[src/rtl/opctrl_vc.sv]
// Two-virtual-channel router output controller: accepts one granted packet per cycle
// into the FIFO selected by polarity and forwards that FIFO's head downstream.
module opctrl_vc #(
  parameter int DATA_W = 64,
  parameter int NUM_IN = 5,
  parameter int DEPTH  = 2
) (
  input  logic                     clk,
  input  logic                     reset,
  input  logic                     polarity,
  input  logic [NUM_IN-1:0]        grant,
  input  logic [NUM_IN*DATA_W-1:0] data_in,
  input  logic                     receive_output,
  output logic [DATA_W-1:0]        data_out,
  output logic                     send_output,
  output logic [NUM_IN-1:0]        clear,
  output logic [1:0]               vc_empty,
  output logic [1:0]               vc_full,
  output logic                     err_grant
);

  localparam int PTR_W = (DEPTH > 1) ? $clog2(DEPTH) : 1;
  localparam int CNT_W = $clog2(DEPTH + 1);

  // Pointer wrap is the only modulo step; DEPTH need not be a power of two.
  function automatic logic [PTR_W-1:0] ptr_next(input logic [PTR_W-1:0] ptr);
    if (ptr == PTR_W'(DEPTH - 1)) begin
      ptr_next = {PTR_W{1'b0}};
    end else begin
      ptr_next = ptr + PTR_W'(1);
    end
  endfunction

  logic [DATA_W-1:0] r_mem [2][DEPTH];
  logic [PTR_W-1:0]  r_wr_ptr [2];
  logic [PTR_W-1:0]  r_rd_ptr [2];
  logic [CNT_W-1:0]  r_cnt [2];
  logic [DATA_W-1:0] r_data_out;
  logic              r_send;
  logic [NUM_IN-1:0] r_clear;
  logic              r_err;

  logic [NUM_IN-1:0] w_grant_rest;
  logic              w_multi;
  logic              w_onehot;
  logic              w_push;
  logic              w_pop;
  logic [DATA_W-1:0] w_sel;

  // Clearing the lowest set bit leaves something only when the grant is multi-hot.
  assign w_grant_rest = grant & (grant - NUM_IN'(1));
  assign w_multi      = |w_grant_rest;
  assign w_onehot     = (|grant) & ~w_multi;

  assign vc_empty = {(r_cnt[1] == CNT_W'(0)), (r_cnt[0] == CNT_W'(0))};
  assign vc_full  = {(r_cnt[1] == CNT_W'(DEPTH)), (r_cnt[0] == CNT_W'(DEPTH))};

  // Full check uses pre-pop occupancy, so a same-cycle pop never frees room.
  assign w_push = w_onehot & ~vc_full[polarity];
  assign w_pop  = receive_output & ~vc_empty[polarity];

  // AND-OR mux of the granted source slice.
  always_comb begin
    w_sel = {DATA_W{1'b0}};
    for (int i = 0; i < NUM_IN; i++) begin
      w_sel = w_sel | (data_in[i*DATA_W +: DATA_W] & {DATA_W{grant[i]}});
    end
  end

  // FIFO storage; contents are only meaningful under the occupancy counter.
  always_ff @(posedge clk) begin
    if (w_push) begin
      r_mem[polarity][r_wr_ptr[polarity]] <= w_sel;
    end
  end

  // Pointers, occupancy and registered outputs.
  always_ff @(posedge clk) begin
    if (reset) begin
      r_data_out <= {DATA_W{1'b0}};
      r_send     <= 1'b0;
      r_clear    <= {NUM_IN{1'b0}};
      r_err      <= 1'b0;
      for (int v = 0; v < 2; v++) begin
        r_wr_ptr[v] <= {PTR_W{1'b0}};
        r_rd_ptr[v] <= {PTR_W{1'b0}};
        r_cnt[v]    <= {CNT_W{1'b0}};
      end
    end else begin
      r_clear <= w_push ? grant : {NUM_IN{1'b0}};
      r_err   <= w_multi;
      r_send  <= w_pop;
      if (w_pop) begin
        r_data_out           <= r_mem[polarity][r_rd_ptr[polarity]];
        r_rd_ptr[polarity]   <= ptr_next(r_rd_ptr[polarity]);
      end
      if (w_push) begin
        r_wr_ptr[polarity] <= ptr_next(r_wr_ptr[polarity]);
      end
      case ({w_push, w_pop})
        2'b10:   r_cnt[polarity] <= r_cnt[polarity] + CNT_W'(1);
        2'b01:   r_cnt[polarity] <= r_cnt[polarity] - CNT_W'(1);
        default: r_cnt[polarity] <= r_cnt[polarity];
      endcase
    end
  end

  assign data_out    = r_data_out;
  assign send_output = r_send;
  assign clear       = r_clear;
  assign err_grant   = r_err;

endmodule

[config.mk]
export PLATFORM = sky130hd
export DESIGN_NAME = opctrl_vc
export DESIGN_NICKNAME = d
export VERILOG_FILES = /design/src/rtl/opctrl_vc.sv
export SDC_FILE = /design/constraint.sdc
export NUM_CORES = 1
export LEC_CHECK = 0
export CAP_MARGIN = 25
export CORE_MARGIN = 2
export CORE_UTILIZATION = 40
export CTS_CLUSTER_SIZE = 30
export DETAILED_ROUTE_END_ITERATION = 6
export HOLD_SLACK_MARGIN = 0.15
export PLACE_DENSITY = 0.72
export RECOVER_POWER = 25
export SKIP_LAST_GASP = 1
export SYNTH_ARGS = -nofsm -noshare
export SYNTH_HDL_FRONTEND = slang
export SYNTH_SLANG_ARGS = --single-unit
[constraint.sdc]
create_clock -name clk -period 10.3 [get_ports clk]
set_clock_uncertainty 0.15 [all_clocks]
set_input_delay 2.06 -clock clk [delete_from_list [all_inputs] [get_ports clk]]
set_output_delay 2.06 -clock clk [all_outputs]
set_load 0.02 [all_outputs]
==> results.json <==
{
  "hold_violations": 0,
  "p_per_area_nw_per_um2": 165,
  "wl_um": 36800,
  "grt_pass1_wl_um": 54600,
  "port-buffer-count": 403,
  "die_w_um": 190,
  "period_share_pct": 57.1,
  "maxSlewViolCount": 100,
  "syn_avg_cell_area_um2": 16.2,
  "synth_top_family_by_area": "multiplexers",
  "dp_hpwl_um": 24300,
  "cts_buffers": 35,
  "netlist_instances": 849,
  "first_pass_iters": 7,
  "violations": "DRC, capacitance limit, slew limit",
  "r2r_start": "r_cnt[0][0]$_SDFFCE_PN0P_",
  "grt_setup_unrepaired": "no",
  "yosysWarnings": 0,
  "min_from": "data_out[51]$_SDFFE_PP0P_",
  "synth_fp_nets": 1179,
  "path_max_fanout": 38,
  "wl_per_cell_um": 21.5,
  "fin_cells": 1712,
  "n_antenna_cell": 0,
  "nNetsFinal": 1568,
  "synth_compound_area_share_pct": 8.73,
  "netlist.area_leader.share_pct": 57.5,
  "grt-ovfl-total": 0,
  "cts.repair.resized": 0,
  "areaGrowthSynthToFinish_pct": 40.4,
  "dp_cells": 1649,
  "ys_seq_elements": 335,
  "place.gp.congestion": 0.804,
  "status": "finished with violations",
  "finalSetupViolations": 0,
  "cts_tree": "done",
  "clk_latency_ns": 0.50,
  "core_um2": 33700,
  "timing.slew.headroom_pct": -116,
  "postCtsSetupBuffers": 0,
  "layout_min_cycle_time_ns": 5.88,
  "cts_hold_buf": 0,
  "critPathLaunchType": "primary input",
  "fmax_mhz": 170,
  "crit_required_ns": 10.49,
  "ys_seq_area_share_pct": 67.8,
  "clk_pin_slew_ns": 0.06,
  "final_antenna_net_count": 0,
  "synth.area.top_cells": "edfxtp_1, mux4_2, dfxtp_1, mux2i_1, a222oi_1",
  "arrival_ns": 6.07,
  "r2r_end": "r_cnt[1][1]$_SDFFCE_PN0P_",
  "pin_count": 404,
  "synth_xor_area_share_pct": 0.318,
  "grtUsageTotal_pct": 19.9,
  "synth.most_common_cell": "edfxtp_1",
  "worstSetupPathType": "primary input to flip-flop",
  "synth-simple-area-share_pct": 5.18,
  "maxCapViolCount": 2,
  "synth_mux_area_share_pct": 15.5,
  "cts_buffer_depth": 3,
  "grt_max_degree": 72,
  "synth_edf_count": 264,
  "finalSetupTns_ns": 0,
  "power_leakage_nw": 6.44,
  "yosysUniqueCellTypes": 37,
  "antenna_found_initial": 0,
  "ys.flop_type": "edfxtp_1",
  "netlist_area_um2": 13800,
  "h-tree-depth": 2,
  "rr_worst_depth": 8,
  "drcViolationCount": 4,
  "cts_sinks": 335,
  "reg2reg_slack_ns": 7.65,
  "drtIter0Drc": 691,
  "rows": 67,
  "synthAdderAreaFrac_pct": 0.0908,
  "worst_pin_slew_ns": 3.24,
  "holdPathStages": 2,
  "start_util_pct": 40.9,
  "synth_area_leader_cell": "edfxtp_1",
  "netlist_top_cells_count": "edfxtp_1, nor2_1, dfxtp_1, mux2i_1, nand2_1",
  "grt_pass1_vias": 9763,
  "die_h_um": 190,
  "whs_ns": 0.340,
  "drive_above_1_share_pct": 11.6,
  "vias": 9370,
  "async_reset_ff_share_pct": 0,
  "die-area_um2": 36000,
  "cp-end-kind": "flip-flop",
  "hold_class": "flip-flop to flip-flop",
  "min_to": "data_out[51]$_SDFFE_PP0P_",
  "cts-root-buf": "clkbuf_16",
  "total_power_mw": 3.19,
  "vdd_ir_drop_max_mv": 0.107,
  "vias_per_cell": 5.47
}
==> stage by stage <==
stage / utilization (%) / cell area, µm² / worst slack [ns]
2_1_floorplan: - / 13800 / 0.556
3_3_place_gp: 54.0 / 18200 / 5.08
3_5_place_dp: 54.1 / 18200 / 5.31
4_1_cts: 57.4 / 19400 / 5.84
5_1_grt: 57.4 / 19300 / 3.90
6_report: 57.4 / 19300 / 4.42
==> area by class of cell <==
| type | instances | area, µm² |
|---|---|---|
| clock buffer | 52 | 1020 |
| clock inverter | 11 | 110 |
| fill | 2664 | 14400 |
| inverter | 1 | 3.75 |
| multi-input combinational | 445 | 4150 |
| sequential | 335 | 9350 |
| tap | 448 | 561 |
| timing repair buffer | 420 | 4140 |
==> worst max-delay path: stages <==
cell      delay, ns
clkbuf_1       1.80
nand2_1        0.36
o22ai_4        0.23
buf_4          0.52
buf_4          0.72
mux2i_1        0.28
nor2_1         0.05
==> placed cells by master, fill, tap and decap left out, types with 2 or more instances in the layout <==
cell type and instances:
o21ai_0 4, clkinv_2 4, nor3b_2 3, mux2i_1 66
clkinvlp_4 3, clkinv_1 2, mux4_2 64, nor3_1 2
edfxtp_1 264, nand2b_1 4, bufinv_16 2, nor3b_1 3
clkbuf_16 37, xor2_1 5, nor4b_1 2, nor2_1 74
nor4_1 2, a21oi_1 3, dfxtp_1 71, nand2_1 66
buf_4 16, clkdlybuf4s50_1 396, clkbuf_1 14, buf_2 4
a22oi_1 64, nor2b_1 2, clkbuf_8 4, a211o_1 2
a222oi_1 64
==> power breakdown <==
part | switching, mW | internal (mW)
combinational | 0.206 | 0.239
sequential | 0.0188 | 1.51
clock | 0.482 | 0.738
==> worst max path at each step <==
| stage | startpoint | to | slack (ns) |
|---|---|---|---|
| 2_1_floorplan | grant[2] | r_mem[0][100]$_DFFE_PP_ | 0.56 |
| 3_3_place_gp | polarity | data_out[35]$_SDFFE_PP0P_ | 5.08 |
| 3_5_place_dp | grant[1] | r_cnt[1][1]$_SDFFCE_PN0P_ | 5.31 |
| 4_1_cts | grant[1] | r_cnt[1][1]$_SDFFCE_PN0P_ | 5.84 |
| 5_1_grt | polarity | r_cnt[1][1]$_SDFFCE_PN0P_ | 3.90 |
| 6_report | polarity | data_out[9]$_SDFFE_PP0P_ | 4.42 |
==> flip-flops by register name, indices dropped and copies added, names as in the netlist <==
| name | count |
|---|---|
| r_mem | 256 |
| r_cnt | 4 |
| send_output | 1 |
| r_rd_ptr | 2 |
| clear | 5 |
| r_wr_ptr | 2 |
| data_out | 64 |
| err_grant | 1 |
==> logic make-up after synthesis <==
family,Yosys count
compound gates,141
xor+xnor,5
mux,132
fa+ha+maj,1
buf+inv,69
flops,335
simple gates,166
==> metal layers <==
| layer | up-vias | routed length, µm | track usage, % |
|---|---|---|---|
| met4 | 0 | 1060 | 6.68 |
| met5 | - | 0 | 0 |
| met3 | 56 | 2900 | 4.35 |
| li1 | 4255 | - | - |
| met2 | 412 | 18300 | 35.4 |
| met1 | 4647 | 14500 | 24.1 |
Note: power is estimated with default switching activity, not from simulation.
